<file path="src/rtl/mc_div_if.sv">
// Handshake bundle between the EX stage and the iterative divider.
// EX drives the request side (master), the divider answers (slave).
interface mc_div_if #(
    parameter int WIDTH = 32
);
    logic               start;
    logic               annul;
    logic               signed_div;
    logic [WIDTH-1:0]   opdata1;
    logic [WIDTH-1:0]   opdata2;
    logic [2*WIDTH-1:0] result;
    logic               ready;
    logic               busy;
    logic               stall_req;

    modport master (
        output start, annul, signed_div, opdata1, opdata2,
        input  result, ready, busy, stall_req
    );

    modport slave (
        input  start, annul, signed_div, opdata1, opdata2,
        output result, ready, busy, stall_req
    );
endinterface

</file>
<file path="src/rtl/mc_div_unit.sv">
// Multi-cycle restoring divider for DIV/DIVU in EX.
// result = {remainder (HI), quotient (LO)}; stalls the pipe until ready.
module mc_div_unit #(
    parameter int WIDTH = 32,
    localparam int CNT_W = $clog2(WIDTH + 1)
) (
    input  logic      clk,
    input  logic      rst,
    mc_div_if.slave   io
);
    typedef enum logic [1:0] {
        S_IDLE,
        S_ZERO,
        S_ON,
        S_END
    } state_t;

    state_t             state_q, state_d;
    logic [CNT_W-1:0]   cnt_q, cnt_d;
    logic [WIDTH-1:0]   rem_q, rem_d;
    logic [WIDTH-1:0]   quo_q, quo_d;
    logic [WIDTH-1:0]   dsr_q, dsr_d;
    logic               qsign_q, qsign_d;
    logic               rsign_q, rsign_d;
    logic [2*WIDTH-1:0] result_q, result_d;

    logic               req;
    logic               last;
    logic               neg1, neg2;
    logic [WIDTH-1:0]   abs1, abs2;
    logic [WIDTH:0]     upper;
    logic               ge;
    logic [WIDTH-1:0]   rem_step, quo_step;
    logic [WIDTH-1:0]   rem_fix, quo_fix;

    assign req  = io.start & ~io.annul;
    assign last = (cnt_q == CNT_W'(WIDTH - 1));

    // Register all state; reset clears everything and wins over all inputs
    always_ff @(posedge clk) begin
        if (rst) begin
            state_q  <= S_IDLE;
            cnt_q    <= '0;
            rem_q    <= '0;
            quo_q    <= '0;
            dsr_q    <= '0;
            qsign_q  <= 1'b0;
            rsign_q  <= 1'b0;
            result_q <= '0;
        end else begin
            state_q  <= state_d;
            cnt_q    <= cnt_d;
            rem_q    <= rem_d;
            quo_q    <= quo_d;
            dsr_q    <= dsr_d;
            qsign_q  <= qsign_d;
            rsign_q  <= rsign_d;
            result_q <= result_d;
        end
    end

    // Next-state logic; annul returns to IDLE from anywhere
    always_comb begin
        state_d = state_q;
        unique case (state_q)
            S_IDLE: if (req) state_d = (io.opdata2 == '0) ? S_ZERO : S_ON;
            S_ZERO: state_d = S_END;
            S_ON:   if (last) state_d = S_END;
            S_END:  if (!io.start) state_d = S_IDLE;
            default: state_d = S_IDLE;
        endcase
        if (io.annul) state_d = S_IDLE;
    end

    // Operand capture, one restoring step per ON cycle, result write-back
    always_comb begin
        cnt_d    = cnt_q;
        rem_d    = rem_q;
        quo_d    = quo_q;
        dsr_d    = dsr_q;
        qsign_d  = qsign_q;
        rsign_d  = rsign_q;
        result_d = result_q;

        neg1 = io.signed_div & io.opdata1[WIDTH-1];
        neg2 = io.signed_div & io.opdata2[WIDTH-1];
        abs1 = neg1 ? -io.opdata1 : io.opdata1;
        abs2 = neg2 ? -io.opdata2 : io.opdata2;

        // upper holds the shifted partial remainder; a fitting trial
        // difference is always below the divisor, so WIDTH bits suffice
        upper    = {rem_q, quo_q[WIDTH-1]};
        ge       = (upper >= {1'b0, dsr_q});
        rem_step = ge ? (upper[WIDTH-1:0] - dsr_q) : upper[WIDTH-1:0];
        quo_step = {quo_q[WIDTH-2:0], ge};
        rem_fix  = rsign_q ? -rem_step : rem_step;
        quo_fix  = qsign_q ? -quo_step : quo_step;

        unique case (state_q)
            S_IDLE: begin
                if (req) begin
                    cnt_d = '0;
                    if (io.opdata2 == '0) begin
                        // raw dividend is reported back as the remainder
                        rem_d   = io.opdata1;
                        qsign_d = 1'b0;
                        rsign_d = 1'b0;
                    end else begin
                        rem_d   = '0;
                        quo_d   = abs1;
                        dsr_d   = abs2;
                        qsign_d = neg1 ^ neg2;
                        rsign_d = neg1;
                    end
                end
            end
            S_ZERO: begin
                if (!io.annul) result_d = {rem_q, {WIDTH{1'b1}}};
            end
            S_ON: begin
                rem_d = rem_step;
                quo_d = quo_step;
                cnt_d = cnt_q + CNT_W'(1);
                if (last && !io.annul) result_d = {rem_fix, quo_fix};
            end
            default: ;
        endcase
    end

    // Handshake outputs decoded from the state
    always_comb begin
        io.ready     = (state_q == S_END);
        io.busy      = (state_q != S_IDLE);
        io.stall_req = req & (state_q != S_END);
    end

    assign io.result = result_q;
endmodule

</file>
<file path="src/flat_wrapper.sv">
// flat-port wrapper written by rule: the top's interface ports become plain ports
module mc_div_unit_flat 
#(
    parameter int WIDTH = 32,
    localparam int CNT_W = $clog2(WIDTH + 1)
)
  (clk, rst, io_start, io_annul, io_signed_div, io_opdata1, io_opdata2, io_result, io_ready, io_busy, io_stall_req);
  mc_div_if #(.WIDTH(WIDTH)) io_i ();
  input  logic clk;
  input  logic rst;
  input wire logic [$bits(io_i.start)-1:0] io_start;
  input wire logic [$bits(io_i.annul)-1:0] io_annul;
  input wire logic [$bits(io_i.signed_div)-1:0] io_signed_div;
  input wire logic [$bits(io_i.opdata1)-1:0] io_opdata1;
  input wire logic [$bits(io_i.opdata2)-1:0] io_opdata2;
  output wire logic [$bits(io_i.result)-1:0] io_result;
  output wire logic [$bits(io_i.ready)-1:0] io_ready;
  output wire logic [$bits(io_i.busy)-1:0] io_busy;
  output wire logic [$bits(io_i.stall_req)-1:0] io_stall_req;
  assign io_i.start = io_start;
  assign io_i.annul = io_annul;
  assign io_i.signed_div = io_signed_div;
  assign io_i.opdata1 = io_opdata1;
  assign io_i.opdata2 = io_opdata2;
  assign io_result = io_i.result;
  assign io_ready = io_i.ready;
  assign io_busy = io_i.busy;
  assign io_stall_req = io_i.stall_req;
  mc_div_unit #(.WIDTH(WIDTH)) u_core (.clk(clk), .rst(rst), .io(io_i));
endmodule
</file>
<file path="config.mk">
export PLATFORM = sky130hd
export DESIGN_NAME = mc_div_unit_flat
export DESIGN_NICKNAME = d
export VERILOG_FILES = /design/src/rtl/mc_div_if.sv /design/src/rtl/mc_div_unit.sv /design/src/flat_wrapper.sv
export SDC_FILE = /design/constraint.sdc
export NUM_CORES = 1
export LEC_CHECK = 0
export CORE_ASPECT_RATIO = 1.25
export CORE_MARGIN = 3
export CORE_UTILIZATION = 46
export DETAILED_ROUTE_END_ITERATION = 8
export PLACE_DENSITY = 0.67
export REMOVE_ABC_BUFFERS = 1
export SYNTH_ARGS = -nofsm -noshare
export SYNTH_HDL_FRONTEND = slang
export SYNTH_SLANG_ARGS = --single-unit
</file>
<file path="constraint.sdc">
create_clock -name clk -period 13.6 [get_ports clk]
set_input_delay 2.72 -clock clk [delete_from_list [all_inputs] [get_ports clk]]
set_output_delay 2.72 -clock clk [all_outputs]
set_load 0.05 [all_outputs]
</file>
# == Word level (Yosys, flattened, before mapping) ==
# Index checks and enable logic that the tools add are counted.
# classes
order_cmp,1
n_addsub,6
multipliers,0
muxes,23
bitwise,7
div,0
shift,0
n_eq_ne,11
reduce_logical,14
# ops
cell,n
$mux 32,9
$mux 64,2
$neg 32->32,4
$pmux 32 s2,2
$pmux 64 s2,1
$ge 33x32->1,1
$logic_not 32->1,1
$sub 32x32->32,1
$pmux 6 s2,1
$reduce_and 3->1,4
$mux 2,4
$ne 2x2->1 const B,4
$pmux 2 s4,1
$add 6x1->6 const B,1
$eq 6x5->1 const B,1
$mux 6,1
$ne 2x1->1 const B,3
$reduce_bool 2->1,3
$and 1x1->1,4
$eq 2x2->1 const B,2
$reduce_and 2->1,2
$eq 2x1->1 const B,1
$logic_not 2->1,1
$mux 1,2
5 further kinds,6
# word_totals
inputBits,69
mem_count,0
ram_bits,0
output_inout_bits,67
register_bits,170
word_cells,70
latch_bits,0
mem_bits_ro,0

# == Longest topological paths before layout ==
# logic_depth
depth_word,6
depth_mapped,22
ltp_nobuf,17

# == Worst setup path after synthesis ==
# No wires, ideal clock.
# synth_timing
path_kind,input-to-output
start,input port io_annul
end,output port io_stall_req
n_path_buf,0
required_ps,10880
stages,2
t_arrival_ps,3518
path_slack_ps,7362
cell_sequence,nand2b_1 > nor2_1
# synth_via
elab_chain_cells,3
# synth_rtl
element,line,text
start: declaration,flat_wrapper.sv:12,input wire logic [$bits(io_i.annul)-1:0] io_annul;
$not 1->1,mc_div_unit.sv:36,assign req = io.start & ~io.annul;
$and 1x1->1,mc_div_unit.sv:36,
$and 1x1->1,mc_div_unit.sv:134,io.stall_req = req & (state_q != S_END);
end: declaration,flat_wrapper.sv:19,output wire logic [$bits(io_i.stall_req)-1:0] io_stall_req;
# Every way passes these cells.

# == Final worst setup path ==
# Ends and elaborated chain as after synthesis.

==> results.yml <==
power:
  clock_power_share: 0.251
  p_sw_w: 0.000797
  power_frac_comb: 0.446
  cellInternalPower_w: 0.00109
  power_per_cell_area_mw_per_mm2: 130
  leakagePower_nw: 5.26
  power_switching_share: 0.422
  seq_power_share: 0.302
  worst_ir_drop_vdd_mv: 0.0678
floorplanning:
  fp-row-count: 66
  design.portCount: 136
  die_area_sq_mm: 0.0291
  die_x_um: 153
  coreArea_sq_mm: 0.0263
  start_util: 0.473
  floorplan.die.height_um: 190
synth:
  async_reset_ff_frac: 0
  synth.avg_cell_area_sq_um: 7.35
  postSynthCellCount: 1697
  yosysWarningCount: 0
  number_of_enable_type_register_cells_in_the_synthesized_netlist: 0
  synth_cell_type_count: 84
  yosys_register_bits: 170
  synth_seq_area_share: 0.273
  synthesis.area_sq_mm: 0.0125
  postSynth.topFlopCell: "dfxtp_1"
cts:
  cts-resized-gates: 0
  cts.path.max_buffers: 2
  clk-insertion-delay-late_ps: 450
  numCtsBuffers: 17
  cts_htree_levels: 4
  numClockSinks: 170
  post-cts-setup-buffers: 0
  tritoncts: "built"
  clock-root-buffer: "clkbuf_16"
  clk_transition_reported_paths_ps: 70
  holdBufCountCts: 0
cells_and_area:
  antenna_cells_inserted: 0
  final_design_area_no_fill_sq_mm: 0.0145
  syn2layout_area_growth_pct: 16.3
  final_nets: 1867
  layout.core_utilization: 0.551
  share_of_cells_above_drive_strength_1: 0.0497
worst_hold_path:
  holdCritPathClass: "reg -> reg"
  count_of_cells_along_the_worst_hold_path: 2
setup_path:
  worstPathRequired_ps: 10880
  reg2reg_depth: 13
  worst_path_max_delay_cell: "clkdlybuf4s50_1"
  crit_fanout: 5
  timing.critical_path.mode_cell: "clkdlybuf4s50_1"
  path_cells: "clkdlybuf4s50_1 > nand2b_1 > nor2_1 > clkdlybuf4s50_1"
  worstSetupPathType: "in -> out"
  setup.reg_to_reg.worst_slack_ps: 7330
  worstSetupEndpointType: "output port"
  worst-endpoint-arrival_ps: 4300
  critical_path.max_stage_delay_ps: 810
  cp-start-kind: "input port"
grt:
  first_global_vias: 11900
  gr_usage_total: 0.267
  maximum_number_of_pins_on_one_net_before_global_route_repair: 82
  wire_length_of_the_first_global_routing_pass_mm: 63.6
  grt.overflow.total: 0
  grt_antenna_before_repair: 0
detailed_routing:
  count_of_antenna_violating_nets_left_after_detailed_routing: 0
  wirelength_mm: 39.5
  vias_per_cell: 5.99
  drc_viols: 0
  dr_total_vias: 12600
  detail_route.first_pass.iterations: 5
  detail_route.iter0.violations: 923
  drt-wirelength-per-cell_um: 18.7
sta:
  setup_viol: 0
  post-route-period-util: 0.516
  max_slew.worst_pin.slew_ps: 1170
  slew_headroom: 0.221
  total_count_of_hold_check_failures_in_the_final_report: 0
  period_needed_ps: 7020
  rsz0062_at_grt: "false"
  fmaxAchievable_ghz: 0.142
  slew_violations: 0
  fin_skew_ps: 8.94
  totalNegativeSetupSlack_ps: 0
placed_design:
  placed_cell_area_sq_mm: 0.0139
  hpwl_mm: 29.7
  io_buffers: 135
  gp_congestion: 0.922
flow_run:
  cap_violations: 0
status:
  run_status: "finished clean"
through the flow:
step,hold slack (ps),setup WS (ps),total power [W],instances
finish,452,6580,0.00189,2109
global route,480,6520,0.00200,2109
CTS,455,6580,0.00189,2109
detailed placement,447,6380,0.00141,2077
global placement,442,6470,0.00140,2077
floorplan,426,7360,0.00117,1588
power groups by stage:
stage / sequential (W) / combinational [W] / clock [W]
floorplan: 0.000613 / 0.000556 / 0
global placement: 0.000580 / 0.000821 / 0
detailed placement: 0.000581 / 0.000830 / 0
CTS: 0.000570 / 0.000834 / 0.000482
global route: 0.000575 / 0.000927 / 0.000501
finish: 0.000571 / 0.000843 / 0.000475
layout by cell type, fill, tap and decap left out, drive strengths merged, types with 19 or more instances in the layout:
cell type	n
nor3	59
ha	41
a221oi	23
clkbuf	19
dfxtp	170
mux2i	27
xnor2	75
or3	24
clkdlybuf4s50	134
o41ai	19
a21o	21
nand2	200
nand3	23
xor2	53
a21oi	130
nor2	222
o31ai	24
and3	22
a211oi	82
inv	61
o22ai	19
o21ai	87
cell families after synthesis:
kind of cell | synth area share
AO/OA/AOI/OAI | 0.278
multiplexers | 0.0262
XOR/XNOR | 0.0899
AND/OR/NAND/NOR | 0.239
flip-flops | 0.273
buffers and inverters | 0.0513
adder cells (fa/ha/maj) | 0.0427
final timing paths:
path                         start              endpoint
hold reg to reg   u_core.dsr_q[22]      u_core.dsr_q[22]
setup reg to reg  u_core.rem_q[23]  u_core.io.result[63]
setup / recovery          io_annul          io_stall_req
hold / removal    u_core.dsr_q[22]      u_core.dsr_q[22]
sequential cells by signal (all words and copies together) (netlist names):
| name | flops |
|---|---|
| u_core.io.result | 64 |
| u_core.dsr_q | 32 |
| u_core.quo_q | 32 |
| u_core.rem_q | 32 |
| u_core.cnt_q | 6 |
| u_core.state_q | 2 |
| u_core.qsign_q | 1 |
| u_core.rsign_q | 1 |
critical path, delay by kind of cell:
family / cells / cell delay, ps
buf+inv: 2 / 1280
simple gates: 2 / 290
final cells by class:
class                   count  area (sq um)
clock buffers              19           453
flip-flops and latches    170          3400
multi-input cells        1363          8460
clock inverters            13           109
fillers                  2612         11800
well taps                 340           425
inverters                  55           206
repair buffers            149          1450
per-layer routing:
| metal | routed length [um] | global-route usage | share of wire |
|---|---|---|---|
| met4 | 1300 | 0.106 | 0.033 |
| met5 | 0 | 0 | 0 |
| met1 | 17400 | 0.341 | 0.44 |
| met3 | 1940 | 0.0298 | 0.049 |
| met2 | 18900 | 0.460 | 0.48 |
synthesized netlist by cell type, types with 6 or more instances:
library cell / n / area (sq um)
or2_2: 9 / 56.3
o41ai_1: 19 / 166
a2111oi_0: 6 / 52.6
xnor2_1: 75 / 657
nor4_1: 16 / 100
buf_1: 9 / 33.8
a21oi_1: 129 / 646
a31oi_1: 18 / 113
o21ai_1: 6 / 30.0
a21o_1: 21 / 158
xor2_1: 53 / 464
mux2i_1: 27 / 270
nand4_1: 12 / 75.1
inv_1: 54 / 203
or4_1: 11 / 82.6
nand3_1: 23 / 115
or3_1: 24 / 150
clkbuf_1: 90 / 338
o21ai_0: 81 / 405
o31ai_1: 24 / 180
o21a_1: 9 / 67.6
o211ai_1: 18 / 135
buf_2: 7 / 35.0
a221oi_1: 23 / 201
ha_1: 41 / 513
nand2b_1: 10 / 62.6
o22ai_1: 19 / 119
a211oi_1: 81 / 608
nand2_1: 199 / 747
nor3_1: 59 / 295
dfxtp_1: 170 / 3400
and2_1: 8 / 50.1
nor2_1: 222 / 833
and3_1: 21 / 131
(Power assumes the default switching activity.)
